## src/rtl/uart_tx_shifter.sv

```systemverilog
// UART transmit shifter: accepts a word on valid/ready and sends start, data LSB-first,
// optional even parity (build with UART_TX_PARITY_EN), and STOP_BITS stop periods.
module uart_tx_shifter #(
  parameter int DATA_BITS = 8,
  parameter int STOP_BITS = 1
) (
  input  logic                 CLKIN,
  input  logic                 RESETN,
  input  logic                 baud_tick,
  input  logic [DATA_BITS-1:0] data,
  input  logic                 valid,
  output logic                 ready,
  output logic                 tx,
  output logic                 busy
);

  localparam int CW = $clog2(DATA_BITS) + 1;
  localparam logic [CW-1:0] LAST_DATA = CW'(DATA_BITS - 1);
  localparam logic [CW-1:0] LAST_STOP = CW'(STOP_BITS - 1);

  typedef enum logic [2:0] {
    S_IDLE,
    S_SYNC,
    S_START,
    S_DATA,
`ifdef UART_TX_PARITY_EN
    S_PARITY,
`endif
    S_STOP
  } state_t;

  state_t               state_q, state_d;
  logic [DATA_BITS-1:0] sr_q, sr_d;
  logic [CW-1:0]        cnt_q, cnt_d;
  logic                 tx_q, tx_d;
`ifdef UART_TX_PARITY_EN
  logic                 par_q, par_d;
`endif

  always_comb begin
    state_d = state_q;
    sr_d    = sr_q;
    cnt_d   = cnt_q;
    tx_d    = tx_q;
`ifdef UART_TX_PARITY_EN
    par_d   = par_q;
`endif
    case (state_q)
      // A tick coinciding with accept is deliberately ignored; SYNC aligns to the next one.
      S_IDLE: begin
        tx_d = 1'b1;
        if (valid) begin
          sr_d    = data;
`ifdef UART_TX_PARITY_EN
          par_d   = ^data;
`endif
          state_d = S_SYNC;
        end
      end
      S_SYNC: begin
        if (baud_tick) begin
          state_d = S_START;
          tx_d    = 1'b0;
        end
      end
      S_START: begin
        if (baud_tick) begin
          state_d = S_DATA;
          tx_d    = sr_q[0];
          sr_d    = sr_q >> 1;
          cnt_d   = '0;
        end
      end
      S_DATA: begin
        if (baud_tick) begin
          if (cnt_q != LAST_DATA) begin
            tx_d  = sr_q[0];
            sr_d  = sr_q >> 1;
            cnt_d = cnt_q + CW'(1);
          end else begin
`ifdef UART_TX_PARITY_EN
            state_d = S_PARITY;
            tx_d    = par_q;
`else
            state_d = S_STOP;
            tx_d    = 1'b1;
            cnt_d   = '0;
`endif
          end
        end
      end
`ifdef UART_TX_PARITY_EN
      S_PARITY: begin
        if (baud_tick) begin
          state_d = S_STOP;
          tx_d    = 1'b1;
          cnt_d   = '0;
        end
      end
`endif
      S_STOP: begin
        tx_d = 1'b1;
        if (baud_tick) begin
          if (cnt_q != LAST_STOP) begin
            cnt_d = cnt_q + CW'(1);
          end else begin
            state_d = S_IDLE;
          end
        end
      end
      default: begin
        state_d = S_IDLE;
        tx_d    = 1'b1;
      end
    endcase
  end

  always_ff @(posedge CLKIN or negedge RESETN) begin
    if (!RESETN) begin
      state_q <= S_IDLE;
      sr_q    <= '0;
      cnt_q   <= '0;
      tx_q    <= 1'b1;
`ifdef UART_TX_PARITY_EN
      par_q   <= 1'b0;
`endif
    end else begin
      state_q <= state_d;
      sr_q    <= sr_d;
      cnt_q   <= cnt_d;
      tx_q    <= tx_d;
`ifdef UART_TX_PARITY_EN
      par_q   <= par_d;
`endif
    end
  end

  assign ready = (state_q == S_IDLE);
  assign busy  = (state_q != S_IDLE);
  assign tx    = tx_q;

endmodule

```

## config.mk

```make
export PLATFORM = sky130hd
export DESIGN_NAME = uart_tx_shifter
export DESIGN_NICKNAME = d
export VERILOG_FILES = /design/src/rtl/uart_tx_shifter.sv
export SDC_FILE = /design/constraint.sdc
export NUM_CORES = 1
export LEC_CHECK = 0
export CAP_MARGIN = 40
export CORE_MARGIN = 4
export CORE_UTILIZATION = 45
export DETAILED_ROUTE_END_ITERATION = 8
export HOLD_SLACK_MARGIN = 0.05
export PLACE_DENSITY = 0.69
export SYNTH_ARGS = -nofsm -noshare
export SYNTH_HDL_FRONTEND = slang
export SYNTH_SLANG_ARGS = --single-unit
```

## constraint.sdc

```tcl
create_clock -name CLKIN -period 2.11 [get_ports CLKIN]
set_input_delay 0.422 -clock CLKIN [delete_from_list [all_inputs] [get_ports CLKIN]]
set_output_delay 0.422 -clock CLKIN [all_outputs]
set_load 0.02 [all_outputs]
```

; Yosys cells after proc, flatten, opt, wreduce, memory -nomap -nowiden
; Index checks and enable logic that the tools add are counted.
[totals]
wordCells = 52
input_bits = 12
out_inout_bits = 3
ff_bits = 16
[classes]
addsub = 1
reduce_logical = 9
n_mux = 24
eq_ne = 14
[ops]
columns = operator, count
row1 = two-way mux 8 bit, 4
row2 = case mux 8 bit (3 select lines), 1
row3 = two-way mux 3 bit, 7
row4 = two-way mux 4 bit, 5
row5 = "!= test 2 bit, second input constant", 9
row6 = case mux 3 bit (5 select lines), 1
row7 = case mux 4 bit (3 select lines), 1
row8 = AND reduction 5 bit, 2
row9 = nonzero test 3 bit, 3
row10 = AND reduction 7 bit, 1
row11 = "equality test 3 x 2 -> 1 bit, second input constant", 2
row12 = "adder 4 x 1 -> 4 bit, second input constant", 1
row13 = two-way mux 1 bit, 4
row14 = "!= test 4 x 3 -> 1 bit, second input constant", 1
row15 = nonzero test 4 bit, 1
row16 = "equality test 3 x 1 -> 1 bit, second input constant", 1
row17 = "equality test 3 bit, second input constant", 1
row18 = zero test 3 bit, 1
row19 = case mux 1 bit (3 select lines), 1
row20 = AND reduction 3 bit, 1

; Longest topological paths before layout
[logic_depth]
ltp_word = 4
ltp_mapped = 6
ltp_nobuf = 6

; Worst setup path before layout
; No wires, ideal clock.
[synth_timing]
path_kind = flip-flop to flip-flop
start = register cnt_q[0]
end = register cnt_q[0]
required_time_ps = 1985
synth_period_minus_slack_ps = 1582
path_slack_ps = 528
arrival_time_ps = 1457
path_stages_with_launch = 7
setup_time_ps = 125
path_buffers = 0
path_cell_list = dfrtp_1 inv_1 ha_1 or3b_4 a22oi_4 nor2_1 mux2_2
[synth_via]
elab_chain_cells = 4
elab_cells_between_ends = 10
cone_classes = add/sub (1) / eq/ne (2) / mux (5) / reduce/logical (2)
[synth_rtl]
columns = item, line_no
row1 = from (decl), 34  ; logic [CW-1:0] cnt_q, cnt_d;
row2 = from (signal assigned), 130  ; cnt_q <= cnt_d;
row3 = adder 4 x 1 -> 4 bit / != test 4 x 3 -> 1 bit (equally long branches), "79, 105, 76"
row4 = two-way mux 4 bit (on tied branches), "104, 76"
row5 = two-way mux 4 bit (on tied branches), "103, 75"
row6 = case mux 4 bit (3 select lines), 48  ; case (state_q)
; Several ways; a longest one is shown, not always the timed one. The select of a mux whose other input is x is not followed.
; A chain may end at the register's enable or synchronous reset.

; Worst setup path in the final report
[layout_timing]
start = register state_q[2]
end = output port ready
[layout_via]
elab_chain_cells = 1
[layout_rtl]
columns = item, line_no
row1 = from (decl), 32  ; state_t state_q, state_d;
row2 = from (signal assigned), 128  ; state_q <= state_d;
row3 = zero test 3 bit, 138  ; assign ready = (state_q == S_IDLE);
row4 = to (decl), 12  ; output logic ready,
; Every way passes these cells.

==> run_results.csv <==
group,metric,value,unit
floorplanning,fp-row-count,16,
route,routed_wl,1.80,mm
power_and_ir_drop,power_frac_seq,0.427,
floorplanning,die_w,53.4,µm
final_layout,register_area,402,µm²
synth,avgSynthCellArea,9.77,µm²
sta,fmax,508,MHz
final_layout,fillerInstances,181,
final_layout,diodes,0,
synth,seq_area_frac_synth,0.433,
final_layout,final_common_cell,"nand2_1",
grt,grt_pass1_vias,773,
final_layout,fin_util,0.586,
grt,grt.busiest_layer,"met2",
route,drt_iter0_markers,9,
status,status,"complete, no violations",
critical_path,crit_family,"flip-flops",
clock_network,cts_buffer_depth,2,
clock_network,clock-sinks,16,
run,max_cap_violations,0,
final_layout,multi_input_area,484,µm²
final_layout,layout_common_cells,"nand2_1 (22), dfrtp_1 (15), clkdlybuf4s50_1 (12)",
synth,synth_cell_types,34,
power_and_ir_drop,vdd_drop_max,440,µV
place,dpl.hpwl,1.36,mm
floorplanning,die_area,0.00285,mm²
power_and_ir_drop,power.net_switching,0.000372,W
final_layout,area_growth,23.9,%
clock_network,clk_pin_slew,0.10,ns
grt,grt_first_pass_wirelength,3.24,mm
sta,drv_slew,0,
sta,setup_tns,0,ns
synth,syn-cell-area,928,µm²
grt,grtUsageMet2,0.267,
clock_network,cts_tree,"done",
sta,fin_skew,0.00149,ns
route,num_vias,724,
route,dr.pass1.iters,4,
floorplanning,initial_core_util,0.473,
route,final_antenna_net_count,0,
clock_network,cts_buffers,3,
grt,antenna_found_initial,0,
synth,synth.top_cell.area_share,0.404,
place,place.port_buffers,14,
final_layout,final_cells,141,
final_layout,layout.nets,129,
power_and_ir_drop,pwr-share-comb,0.390,
sta,relSlewSlack,0.721,
power_and_ir_drop,clock_power_share,0.183,
place,gp_congestion,0.845,
power_and_ir_drop,power.density,965,mW/mm²
grt,globalRouteTotalUtil,0.158,
sta,post-route-period-util,0.932,
synth,synth_seq_cells,16,
grt,met3_usage,0.0310,
critical_path,cp-start-kind,"register",
grt,gr-total-overflow,0,
critical_path,path_class,"reg -> out",
sta,tightest_slew,0.417,ns
critical_path,worstSetupEndpointType,"output port",
clock_network,hold_buffers,0,
final_layout,drive_gt1_frac,0.237,
critical_path,crit_arrival,1.55,ns
min_path,hp-class,"in -> async",
synth,syn-num-nets,109,
critical_path,worst_path_max_delay_cell,"dfrtp_1",
grt,grtUsageMet1,0.194,
clock_network,postCtsSetupBuffers,0,
critical_path,startpoint,"state_q[2]",
critical_path,critPathMaxFanout,9,
critical_path,path_buf_inv,2,
sta,setup_violations,0,
clock_network,h-tree-depth,1,
sta,hold_viol,0,
floorplanning,fp.dieH,53.4,µm
power_and_ir_drop,total_power,0.00111,W
grt,grt_max_degree,11,
floorplanning,core,0.00196,mm²
critical_path,worst-endpoint-required,1.69,ns
place,placed_cells,137,
clock_network,clock_latency,0.28,ns
power_and_ir_drop,internal_power,0.000737,W
route,vias_per_cell,5.13,
critical_path,path_cells,"or3_1, inv_1, dlygate4sd2_1",
sta,fin_crit,1.97,ns
clock_network,cts-root-buf,"clkbuf_4",
synth,ys_warn_count,0,
route,wl_per_cell,12.7,µm
floorplanning,ios,15,
synth,synthCells,95,
route,drc,0,
synth,yosys.area.top_type,"dfrtp_1",
power_and_ir_drop,p_leak,0.563,nW
sta,rsz0062_at_grt,"no",
critical_path,r2r_start,"cnt_q[1]",
power_and_ir_drop,switching_share,0.336,
critical_path,worst-r2r-setup-slack,0.37,ns
synth,synth.area.top_cells,"dfrtp_1 (40%), mux2_2 (11%), nand2_1 (8.9%), dfstp_2 (2.8%), ha_1 (2.7%)",
critical_path,cpPeakStageDelay,0.47,ns
-- power groups by stage --
stage               clock network [W]  logic [W]  registers (W)
finish                       0.000203   0.000433       0.000473
floorplan                           0   0.000331       0.000463
global route                 0.000228   0.000495       0.000491
CTS                          0.000213   0.000436       0.000474
detailed placement                  0   0.000435       0.000481
global placement                    0   0.000417       0.000473
-- layout make-up --
| type | count | share of cell area |
|---|---|---|
| clock buffers | 4 | 0.0316 |
| inverters | 5 | 0.0163 |
| multi-input cells | 70 | 0.421 |
| flip-flops and latches | 16 | 0.349 |
| well taps | 27 | 0.0294 |
| repair buffers | 19 | 0.152 |
-- sequential cells by signal (all words and copies together) (netlist names) --
signal / count
sr_q: 8
cnt_q: 4
state_q: 3
tx: 1
-- cells by family after synthesis --
family / Yosys count / synth area share
AND/OR/NAND/NOR: 43 / 0.232
multiplexers: 9 / 0.109
buffers and inverters: 9 / 0.0458
flip-flops: 16 / 0.433
AO/OA/AOI/OAI: 16 / 0.154
adder cells (fa/ha/maj): 2 / 0.0269
-- stage by stage --
stage / setup slack [ns] / hold slack, ns / instance area [µm²]
6_report: 0.143 / 0.423 / 1150
3_3_place_gp: 0.218 / 0.489 / 1120
2_1_floorplan: 0.528 / 0.126 / 928
4_1_cts: 0.134 / 0.426 / 1150
5_1_grt: 0.0507 / 0.447 / 1150
3_5_place_dp: 0.183 / 0.497 / 1120
-- cell usage after synthesis --
library cell and n:
a31oi_1 1, nand2_2 1, nand3b_1 1, buf_2 1, dfrtp_1 15, or3_1 1
dfstp_2 1, o21a_1 1, o221ai_1 1, mux2_2 9, ha_1 2, a21o_1 2
nand3_1 1, o21bai_4 1, and4bb_2 1, o21ba_2 1, nor4_1 1, a22o_2 1
a211o_1 1, nor4b_1 1, buf_4 2, nand2b_1 2, nor3b_1 1, inv_1 5
nor2b_1 3, or3b_4 1, o21bai_1 1, nor3_1 3, a22oi_4 1, nor2_1 4
nand2_1 22, a21oi_2 1, clkbuf_1 1, a21oi_1 4
-- repair_timing --
item,CTS,global route
hold endpoints to repair,0,0
endpoints found under the setup margin,2,0
resized for setup,2,0
-- worst register-to-register path, stage by stage, from the launching register on --
cell,delay [ns]
dfrtp_1,0.42
ha_1,0.21
nand3b_1,0.18
nor2b_1,0.21
o21bai_4,0.25
mux2_2,0.37
-- metal layers --
layer / wire [µm] / share of wire / up-vias
li1: - / - / 361
met1: 864 / 0.48 / 352
met2: 856 / 0.48 / 11
met3: 75 / 0.042 / 0
met4: 0 / 0 / 0
met5: 0 / 0 / -
-- final timing paths --
kind                            end  depth (start not counted)
max                           ready                          3
min                        cnt_q[2]                          1
max reg2reg                 sr_q[0]                          5
min reg2reg                 sr_q[2]                          1
max in group asynchronous        tx                          2
min in group CLKIN          sr_q[2]                          1
No activity file was read; power rests on OpenSTA's default activity.
